--- config.mk ---
export PLATFORM = sky130hd
export DESIGN_NAME = id_ctrl_stage
export DESIGN_NICKNAME = d
export VERILOG_FILES = /design/src/rtl/rv_pkg.sv /design/src/rtl/rv_decoder.sv /design/src/rtl/id_ctrl_stage.sv
export SDC_FILE = /design/constraint.sdc
export NUM_CORES = 1
export LEC_CHECK = 0
export CAP_MARGIN = 15
export CORE_MARGIN = 2
export CORE_UTILIZATION = 50
export DETAILED_ROUTE_END_ITERATION = 7
export MAX_ROUTING_LAYER = met4
export PLACE_DENSITY = 0.86
export SYNTH_ARGS = -nofsm -noshare
export SYNTH_HDL_FRONTEND = slang
export SYNTH_HIERARCHICAL = 1
export SYNTH_SLANG_ARGS = --single-unit
--- constraint.sdc ---
create_clock -name clock -period 4.6 [get_ports clock]
set_input_delay 0.69 -clock clock [delete_from_list [all_inputs] [get_ports clock]]
set_output_delay 0.69 -clock clock [all_outputs]
set_load 0.005 [all_outputs]
--- src/rtl/rv_pkg.sv ---
// Shared RV32I decode definitions: opcodes, writeback/ALU encodings, ID/EX control bundle.
// Width-parameterised fields (pc, imm) live beside the bundle, not inside it.
package rv_pkg;

    localparam logic [6:0] OPC_LUI    = 7'b0110111;
    localparam logic [6:0] OPC_AUIPC  = 7'b0010111;
    localparam logic [6:0] OPC_JAL    = 7'b1101111;
    localparam logic [6:0] OPC_JALR   = 7'b1100111;
    localparam logic [6:0] OPC_BRANCH = 7'b1100011;
    localparam logic [6:0] OPC_LOAD   = 7'b0000011;
    localparam logic [6:0] OPC_STORE  = 7'b0100011;
    localparam logic [6:0] OPC_OP_IMM = 7'b0010011;
    localparam logic [6:0] OPC_OP     = 7'b0110011;
    localparam logic [6:0] OPC_SYSTEM = 7'b1110011;

    localparam logic [31:0] INST_ECALL = 32'h0000_0073;

    localparam logic [1:0] WB_MEM = 2'd0;
    localparam logic [1:0] WB_ALU = 2'd1;
    localparam logic [1:0] WB_PC4 = 2'd2;

    localparam logic [3:0] ALU_ADD  = 4'b0000;
    localparam logic [3:0] ALU_SLL  = 4'b0001;
    localparam logic [3:0] ALU_SLT  = 4'b0010;
    localparam logic [3:0] ALU_SLTU = 4'b0011;
    localparam logic [3:0] ALU_XOR  = 4'b0100;
    localparam logic [3:0] ALU_SRL  = 4'b0101;
    localparam logic [3:0] ALU_OR   = 4'b0110;
    localparam logic [3:0] ALU_AND  = 4'b0111;
    localparam logic [3:0] ALU_SUB  = 4'b1000;
    localparam logic [3:0] ALU_SRA  = 4'b1101;

    typedef struct packed {
        logic [4:0] rs1;
        logic [4:0] rs2;
        logic [4:0] rd;
        logic [2:0] funct3;
        logic [3:0] alu_sel;
        logic       b_sel;
        logic       a_pc_sel;
        logic       shamt_sel;
        logic [1:0] wb_sel;
        logic       reg_we;
        logic       mem_we;
        logic       mem_re;
        logic       unsign;
        logic       is_branch;
        logic       is_jump;
        logic       illegal;
    } ctrl_t;

endpackage

--- src/rtl/rv_decoder.sv ---
// RV32I instruction decoder: inst -> control bundle, immediate, source-use flags.
// Latency: purely combinational.
// Backpressure: none; the caller decides when the result is captured.
module rv_decoder
    import rv_pkg::*;
#(
    parameter int XLEN = 32
) (
    input  logic [31:0]     inst,
    output ctrl_t           ctrl,
    output logic [XLEN-1:0] imm,
    output logic            use1,
    output logic            use2,
    output logic            is_ecall
);

    logic [6:0]  opcode;
    logic [2:0]  funct3;
    logic [31:0] imm_i, imm_s, imm_b, imm_u, imm_j;
    logic [31:0] imm32;

    assign opcode   = inst[6:0];
    assign funct3   = inst[14:12];
    assign is_ecall = (inst == INST_ECALL);

    assign imm_i = {{20{inst[31]}}, inst[31:20]};
    assign imm_s = {{20{inst[31]}}, inst[31:25], inst[11:7]};
    assign imm_b = {{19{inst[31]}}, inst[31], inst[7], inst[30:25], inst[11:8], 1'b0};
    assign imm_u = {inst[31:12], 12'b0};
    assign imm_j = {{11{inst[31]}}, inst[31], inst[19:12], inst[20], inst[30:21], 1'b0};

    assign imm = XLEN'($signed(imm32));

    always_comb begin
        ctrl           = '0;
        ctrl.rs1       = inst[19:15];
        ctrl.rs2       = inst[24:20];
        ctrl.rd        = inst[11:7];
        ctrl.funct3    = funct3;
        ctrl.alu_sel   = ALU_ADD;
        ctrl.wb_sel    = WB_ALU;
        imm32          = 32'd0;
        use1           = 1'b0;
        use2           = 1'b0;

        case (opcode)
            OPC_LUI: begin
                // rs1 forced to x0 so the ALU computes 0 + imm
                ctrl.rs1    = 5'd0;
                ctrl.b_sel  = 1'b1;
                ctrl.reg_we = 1'b1;
                imm32       = imm_u;
            end
            OPC_AUIPC: begin
                ctrl.a_pc_sel = 1'b1;
                ctrl.b_sel    = 1'b1;
                ctrl.reg_we   = 1'b1;
                imm32         = imm_u;
            end
            OPC_JAL: begin
                ctrl.a_pc_sel = 1'b1;
                ctrl.b_sel    = 1'b1;
                ctrl.wb_sel   = WB_PC4;
                ctrl.reg_we   = 1'b1;
                ctrl.is_jump  = 1'b1;
                imm32         = imm_j;
            end
            OPC_JALR: begin
                ctrl.b_sel   = 1'b1;
                ctrl.wb_sel  = WB_PC4;
                ctrl.reg_we  = 1'b1;
                ctrl.is_jump = 1'b1;
                imm32        = imm_i;
                use1         = 1'b1;
            end
            OPC_BRANCH: begin
                ctrl.is_branch = 1'b1;
                ctrl.unsign    = funct3[1];
                imm32          = imm_b;
                use1           = 1'b1;
                use2           = 1'b1;
            end
            OPC_LOAD: begin
                ctrl.b_sel  = 1'b1;
                ctrl.wb_sel = WB_MEM;
                ctrl.reg_we = 1'b1;
                ctrl.mem_re = 1'b1;
                ctrl.unsign = funct3[2];
                imm32       = imm_i;
                use1        = 1'b1;
            end
            OPC_STORE: begin
                ctrl.b_sel  = 1'b1;
                ctrl.mem_we = 1'b1;
                imm32       = imm_s;
                use1        = 1'b1;
                use2        = 1'b1;
            end
            OPC_OP_IMM: begin
                ctrl.b_sel     = 1'b1;
                ctrl.reg_we    = 1'b1;
                ctrl.shamt_sel = (funct3 == 3'b001) || (funct3 == 3'b101);
                ctrl.alu_sel   = {(funct3 == 3'b101) & inst[30], funct3};
                ctrl.unsign    = (funct3 == 3'b011);
                imm32          = imm_i;
                use1           = 1'b1;
            end
            OPC_OP: begin
                ctrl.reg_we  = 1'b1;
                ctrl.alu_sel = {((funct3 == 3'b000) || (funct3 == 3'b101)) & inst[30], funct3};
                ctrl.unsign  = (funct3 == 3'b011);
                use1         = 1'b1;
                use2         = 1'b1;
            end
            OPC_SYSTEM: begin
                // ECALL and other SYSTEM words issue as side-effect-free NOPs
                imm32 = imm_i;
            end
            default: begin
                ctrl.illegal = 1'b1;
            end
        endcase

        if (ctrl.rd == 5'd0) begin
            ctrl.reg_we = 1'b0;
        end
    end

endmodule

--- src/rtl/id_ctrl_stage.sv ---
// RV32I decode/control stage holding the ID/EX register, load-use bubbles and ECALL halt.
// Latency: one cycle from accepted if_inst to ex_* outputs.
// Backpressure: ex_ready=0 holds ID/EX; id_ready drops on hazard, halt, flush or stall.
module id_ctrl_stage
    import rv_pkg::*;
#(
    parameter int XLEN          = 32,
    parameter int PC_W          = 32,
    parameter int CNT_W         = 16,
    parameter bit HALT_ON_ECALL = 1'b1
) (
    input  logic             clock,
    input  logic             reset_n,
    input  logic             if_valid,
    input  logic [31:0]      if_inst,
    input  logic [PC_W-1:0]  if_pc,
    output logic             id_ready,
    input  logic             ex_ready,
    input  logic             flush,
    output logic             ex_valid,
    output logic [PC_W-1:0]  ex_pc,
    output logic [4:0]       ex_rs1,
    output logic [4:0]       ex_rs2,
    output logic [4:0]       ex_rd,
    output logic [2:0]       ex_funct3,
    output logic [XLEN-1:0]  ex_imm,
    output logic [3:0]       ex_alu_sel,
    output logic             ex_b_sel,
    output logic             ex_a_pc_sel,
    output logic             ex_shamt_sel,
    output logic [1:0]       ex_wb_sel,
    output logic             ex_reg_we,
    output logic             ex_mem_we,
    output logic             ex_mem_re,
    output logic             ex_unsign,
    output logic             ex_is_branch,
    output logic             ex_is_jump,
    output logic             ex_illegal,
    output logic             halted,
    output logic [CNT_W-1:0] stall_cnt
);

    localparam logic [0:0] ST_RUN  = 1'b0;
    localparam logic [0:0] ST_HALT = 1'b1;

    ctrl_t             dec_ctrl;
    logic [XLEN-1:0]   dec_imm;
    logic              dec_use1;
    logic              dec_use2;
    logic              dec_ecall;

    ctrl_t             ex_ctrl_q;
    logic              ex_valid_q;
    logic [PC_W-1:0]   ex_pc_q;
    logic [XLEN-1:0]   ex_imm_q;
    logic [0:0]        state_q;
    logic [CNT_W-1:0]  stall_cnt_q;
    logic              hz;

    rv_decoder #(.XLEN(XLEN)) u_dec (
        .inst     (if_inst),
        .ctrl     (dec_ctrl),
        .imm      (dec_imm),
        .use1     (dec_use1),
        .use2     (dec_use2),
        .is_ecall (dec_ecall)
    );

    // Load in ID/EX whose result a younger instruction needs one cycle too early
    assign hz = ex_valid_q & ex_ctrl_q.mem_re & (ex_ctrl_q.rd != 5'd0) &
                (((ex_ctrl_q.rd == dec_ctrl.rs1) & dec_use1) |
                 ((ex_ctrl_q.rd == dec_ctrl.rs2) & dec_use2));

    assign halted   = (state_q == ST_HALT);
    assign id_ready = ex_ready & ~hz & ~halted & ~flush;

    always_ff @(posedge clock or negedge reset_n) begin
        if (!reset_n) begin
            ex_valid_q  <= 1'b0;
            ex_ctrl_q   <= '0;
            ex_pc_q     <= '0;
            ex_imm_q    <= '0;
            state_q     <= ST_RUN;
            stall_cnt_q <= '0;
        end else if (flush) begin
            ex_valid_q <= 1'b0;
        end else if (ex_ready) begin
            if (hz && if_valid) begin
                ex_valid_q <= 1'b0;
                if (stall_cnt_q != {CNT_W{1'b1}}) begin
                    stall_cnt_q <= stall_cnt_q + 1'b1;
                end
            end else begin
                ex_valid_q <= if_valid & ~halted;
                ex_ctrl_q  <= dec_ctrl;
                ex_pc_q    <= if_pc;
                ex_imm_q   <= dec_imm;
                if (HALT_ON_ECALL && if_valid && !halted && dec_ecall) begin
                    state_q <= ST_HALT;
                end
            end
        end
    end

    assign ex_valid     = ex_valid_q;
    assign ex_pc        = ex_pc_q;
    assign ex_imm       = ex_imm_q;
    assign ex_rs1       = ex_ctrl_q.rs1;
    assign ex_rs2       = ex_ctrl_q.rs2;
    assign ex_rd        = ex_ctrl_q.rd;
    assign ex_funct3    = ex_ctrl_q.funct3;
    assign ex_alu_sel   = ex_ctrl_q.alu_sel;
    assign ex_b_sel     = ex_ctrl_q.b_sel;
    assign ex_a_pc_sel  = ex_ctrl_q.a_pc_sel;
    assign ex_shamt_sel = ex_ctrl_q.shamt_sel;
    assign ex_wb_sel    = ex_ctrl_q.wb_sel;
    assign ex_reg_we    = ex_ctrl_q.reg_we;
    assign ex_mem_we    = ex_ctrl_q.mem_we;
    assign ex_mem_re    = ex_ctrl_q.mem_re;
    assign ex_unsign    = ex_ctrl_q.unsign;
    assign ex_is_branch = ex_ctrl_q.is_branch;
    assign ex_is_jump   = ex_ctrl_q.is_jump;
    assign ex_illegal   = ex_ctrl_q.illegal;
    assign stall_cnt    = stall_cnt_q;

endmodule

Word-level counts from Yosys, hierarchy flattened. Cells that the tools add are included.

Register bits: 116. Bits in latches: 0. Memory bits (writable): 0. Memory bits (read-only): 0. Bits of input ports: 69. Word-level logic and storage cells: 98. Memories kept: 0.

Add/sub/neg operators: 1. $mul: 0. Div/mod/pow operators: 0. Order comparisons: 0. Eq/ne operators: 17. Shift-type cells: 0. Mux-type cells: 20. Bitwise gates (word level): 16. Reduce and logical (&&, ||, !) cells: 23.

Operator list (number): case mux 32 bit (5 select lines) (1); == test 32 x 7 -> 1 bit (second input constant) (1); == test 7 bit (second input constant) (4); == test 7 x 6 -> 1 bit (second input constant) (3); adder 16 x 1 -> 16 bit (second input constant) (1); inequality test 16 bit (second input constant) (1); 2-to-1 mux 1 bit (15); == test 7 x 5 -> 1 bit (second input constant) (2); OR reduction 7 bit (2); AND 1 bit (11); == test 5 bit (2); OR reduction 10 bit (1); case mux 4 bit (2 select lines) (1); AND reduction 4 bit (2); OR reduction 2 bit (4); == test 7 x 2 -> 1 bit (second input constant) (1); OR reduction 6 bit (1); zero test 5 bit (1); 2-to-1 mux 5 bit (1); nonzero test 5 bit (1); inverter 1 bit (4); case mux 2 bit (2 select lines) (1); OR reduction 4 bit (1); == test 3 x 1 -> 1 bit (second input constant) (1); other kinds (11) (14).

Logic depth before layout (Yosys ltp).
Depth after elaboration: 10. Depth in mapped cells: 11. Depth with buffers taken out: 9.

By module. The synthesis kept the hierarchy.

Modules (own cells, without submodules): id_ctrl_stage (times used 1, cells an instance 319, area each 4790.8 um^2, seq. area each 2902.8 um^2); rv_decoder (times used 1, cells an instance 145, area each 1012.2 um^2, seq. area each 0.0 um^2).

Least setup slack after synthesis. No wires, ideal clock.

Path kind: input -> output. Start: input port if_inst[4]. End: output port id_ready. Arrival time: 2.707 ns. Required time: 3.910 ns. Slack: 1.203 ns. Stages on the path: 10. Buffers on the path: 2. Cell sequence: buf_2 nand2_4 or4_4 and2_1 xor2_1 nor4_2 a32oi_2 buf_2 nor2_1 nor3b_1.

RTL lines: start: declaration (RTL line id_ctrl_stage.sv:15) `input logic [31:0] if_inst,`; end: declaration (RTL line id_ctrl_stage.sv:17) `output logic id_ready,`.

==> metrics.yaml <==
overflow: 0
ant_nets: 0
final_common_cell: "clkdlybuf4s50_1"
maxClockFrequency_mhz: 236
synth_flop_cell: "dfrtp_1"
synth_xor_area_frac: 0.0377
worstSetupPathType: "in -> out"
cp-start-kind: "input port"
dpl.hpwl_um: 10900
synth_fa_ha_area_frac: 0.00216
async_flop_share: 1.00
tns_ps: 0
synth_edf_count: 0
rr_endpoint: "ex_imm[17]"
ys_types: 62
cts_hold_buf: 0
ff2ff_path_depth: 7
worstMarginPinSlew_ps: 767
cts.path.max_buffers: 2
synth-simple-area-share: 0.136
avgSynthCellArea_um2: 12.5
cp_max_fo: 5
grt_pass1_vias: 4677
cpPeakStageDelay_ps: 500
reg2reg_slack_ps: 2070
yosysSeqAreaShare: 0.500
fin_crit_ps: 4230
r2r_start: "ex_rd[4]"
synth_top_family_by_area: "multiplexers"
netlist_instances: 464
critical_path.slowest_cell: "clkdlybuf4s50_1"
p_leak_nw: 3.79
grt_max_degree: 70
p_per_area_nw_per_um2: 367
synthMuxAreaShare: 0.207
core_um2: 11400
initial_core_util: 0.510
outcome: "completed"
skew_ps: 7.16
maxCapViolCount: 0
path_cells: "clkdlybuf4s50_1 > and2_2 > nand2_2 > or4_4 > and2_1 > xor2_1 > nor4_2 > a32oi_2 > nor2_1 > nor3b_1 > clkdlybuf4s50_1"
pin_count: 186
layout-drive-gt1-share: 0.247
hold_class: "in -> async"
slew_headroom: 0.487
drv_slew: 0
drc: 0
die_h_um: 112
vias_per_cell: 5.63
htreeDepth: 4
cts-root-buf: "clkbuf_16"
die_x_um: 112
clk_pin_slew_ps: 50
clock_sinks: 116
synthTopCellsByArea: "dfrtp_1 50%, mux2_2 16%, mux2_4 5.2%"
num_antenna_cells: 0
drt_iter0_drc: 402
ir_worst_vdd_mv: 0.305
gp_congestion: 0.926
hold_viol_final: 0
synth_seq_cells: 116
synth_compound_area_frac: 0.0714
nets: 713
io_buffers: 185
numCtsBuffers: 17
routedWlPerCell_um: 18.9
final_cell_mix: "184 x clkdlybuf4s50_1, 116 x dfrtp_1, 80 x mux2_2"
power_mw: 3.06
syn-num-nets: 534
core.rowCount: 39
cts-resized-gates: 0
syn-cell-area_um2: 5800
dieArea_um2: 12500
wl_um: 15100
grt_pass1_wl_um: 24500
synth_top_cell_area_share: 0.500
antenna_found_initial: 0
cts_setup_buffers: 0
yosys.area.top_type: "dfrtp_1"
final-setup-viol-count: 0
fin_crit_sh: 0.920
rsz0062_at_grt: "false"
critPathMostFrequentCell: "clkdlybuf4s50_1"
drtPass1Iterations: 5
arrival_ps: 3540
yosysWarnings: 6
cp-end-kind: "output port"
worstPathRequired_ps: 3910
area_growth_pct: 43.8
vias: 4497
cts_tree: "yes"
clkLatencyLatePin_ps: 420
grt_usage: 0.259
==> state kept, by name, summed over array words and instances (netlist names) <==
register      cells
ex_a_pc_sel       1
ex_alu_sel        4
ex_b_sel          1
ex_funct3         3
ex_illegal        1
ex_imm           32
ex_is_branch      1
ex_is_jump        1
ex_mem_re         1
ex_mem_we         1
ex_pc            32
ex_rd             5
ex_reg_we         1
ex_rs1            5
ex_rs2            5
ex_shamt_sel      1
ex_unsign         1
ex_valid          1
ex_wb_sel         2
halted            1
stall_cnt        16
==> cell usage after synthesis (3+ instances only) <==
library cell and count:
buf_2 11, buf_6 6, buf_4 17, nor2b_1 8, a22o_1 4, o21ai_0 4
nand4_1 10, nand3_1 13, nor4_1 9, nor3_1 16, o211ai_1 3, dfrtp_1 116
and2_1 14, xor2_1 22, a21o_1 19, nor2_1 18, nand2b_1 5, xnor2_1 3
or4_1 3, a21oi_1 4, mux2_2 80, mux2_4 20, nand2_1 14
==> cells by family after synthesis <==
logic type               after synthesis
AO/OA/AOI/OAI                         53
XOR/XNOR                              25
adder cells (fa/ha/maj)                1
buffers and inverters                 37
flip-flops                           116
multiplexers                         100
AND/OR/NAND/NOR                      132
==> critical path: cells and delay by family <==
family                 cells  cell delay, ps
AO/OA/AOI/OAI              1             160
XOR/XNOR                   1             150
buffers and inverters      2             950
AND/OR/NAND/NOR            7            1570
==> where the power goes <==
part / internal [mW] / leakage, nW / switching, mW / total, mW
Combinational: 0.290 / 1.98 / 0.167 / 0.456
Sequential: 1.10 / 1.49 / 0.0508 / 1.15
Clock: 0.991 / 0.325 / 0.466 / 1.46
Total: 2.38 / 3.79 / 0.683 / 3.06
==> per-stage QoR <==
step | utilization | instances | hold slack [ps] | cell area [µm²] | setup WS (ps)
4_1_cts | 0.734 | 799 | 243 | 8350 | 373
5_1_grt | 0.734 | 799 | 271 | 8350 | 195
3_5_place_dp | 0.676 | 767 | 492 | 7690 | 372
3_3_place_gp | 0.676 | 767 | 481 | 7690 | 434
6_report | 0.734 | 799 | 236 | 8350 | 366
2_1_floorplan | - | 464 | 394 | 5800 | 1200
==> worst max-delay path by stage <==
stage | from | endpoint | slack, ps | cells past startpoint
finish | if_inst[1] | id_ready | 370 | 11
global route | if_inst[0] | id_ready | 200 | 11
CTS | if_inst[1] | id_ready | 370 | 11
detailed placement | if_inst[1] | id_ready | 370 | 11
global placement | if_inst[1] | id_ready | 430 | 11
floorplan | if_inst[4] | id_ready | 1200 | 10
==> layer usage <==
layer | share of wire | GRT usage
met3 | 0.066 | 0.0708
met5 | 0 | -
met2 | 0.49 | 0.395
met1 | 0.42 | 0.329
met4 | 0.023 | 0.107
==> layout make-up <==
cell class / instances / area [µm²]
multi-input cells: 311 / 2650
flip-flops and latches: 116 / 2900
inverters: 1 / 3.75
fillers: 802 / 3020
repair buffers: 196 / 1960
clock buffers: 20 / 457
clock inverters: 12 / 200
well taps: 143 / 179
Power figures use the tool's default switching activity.
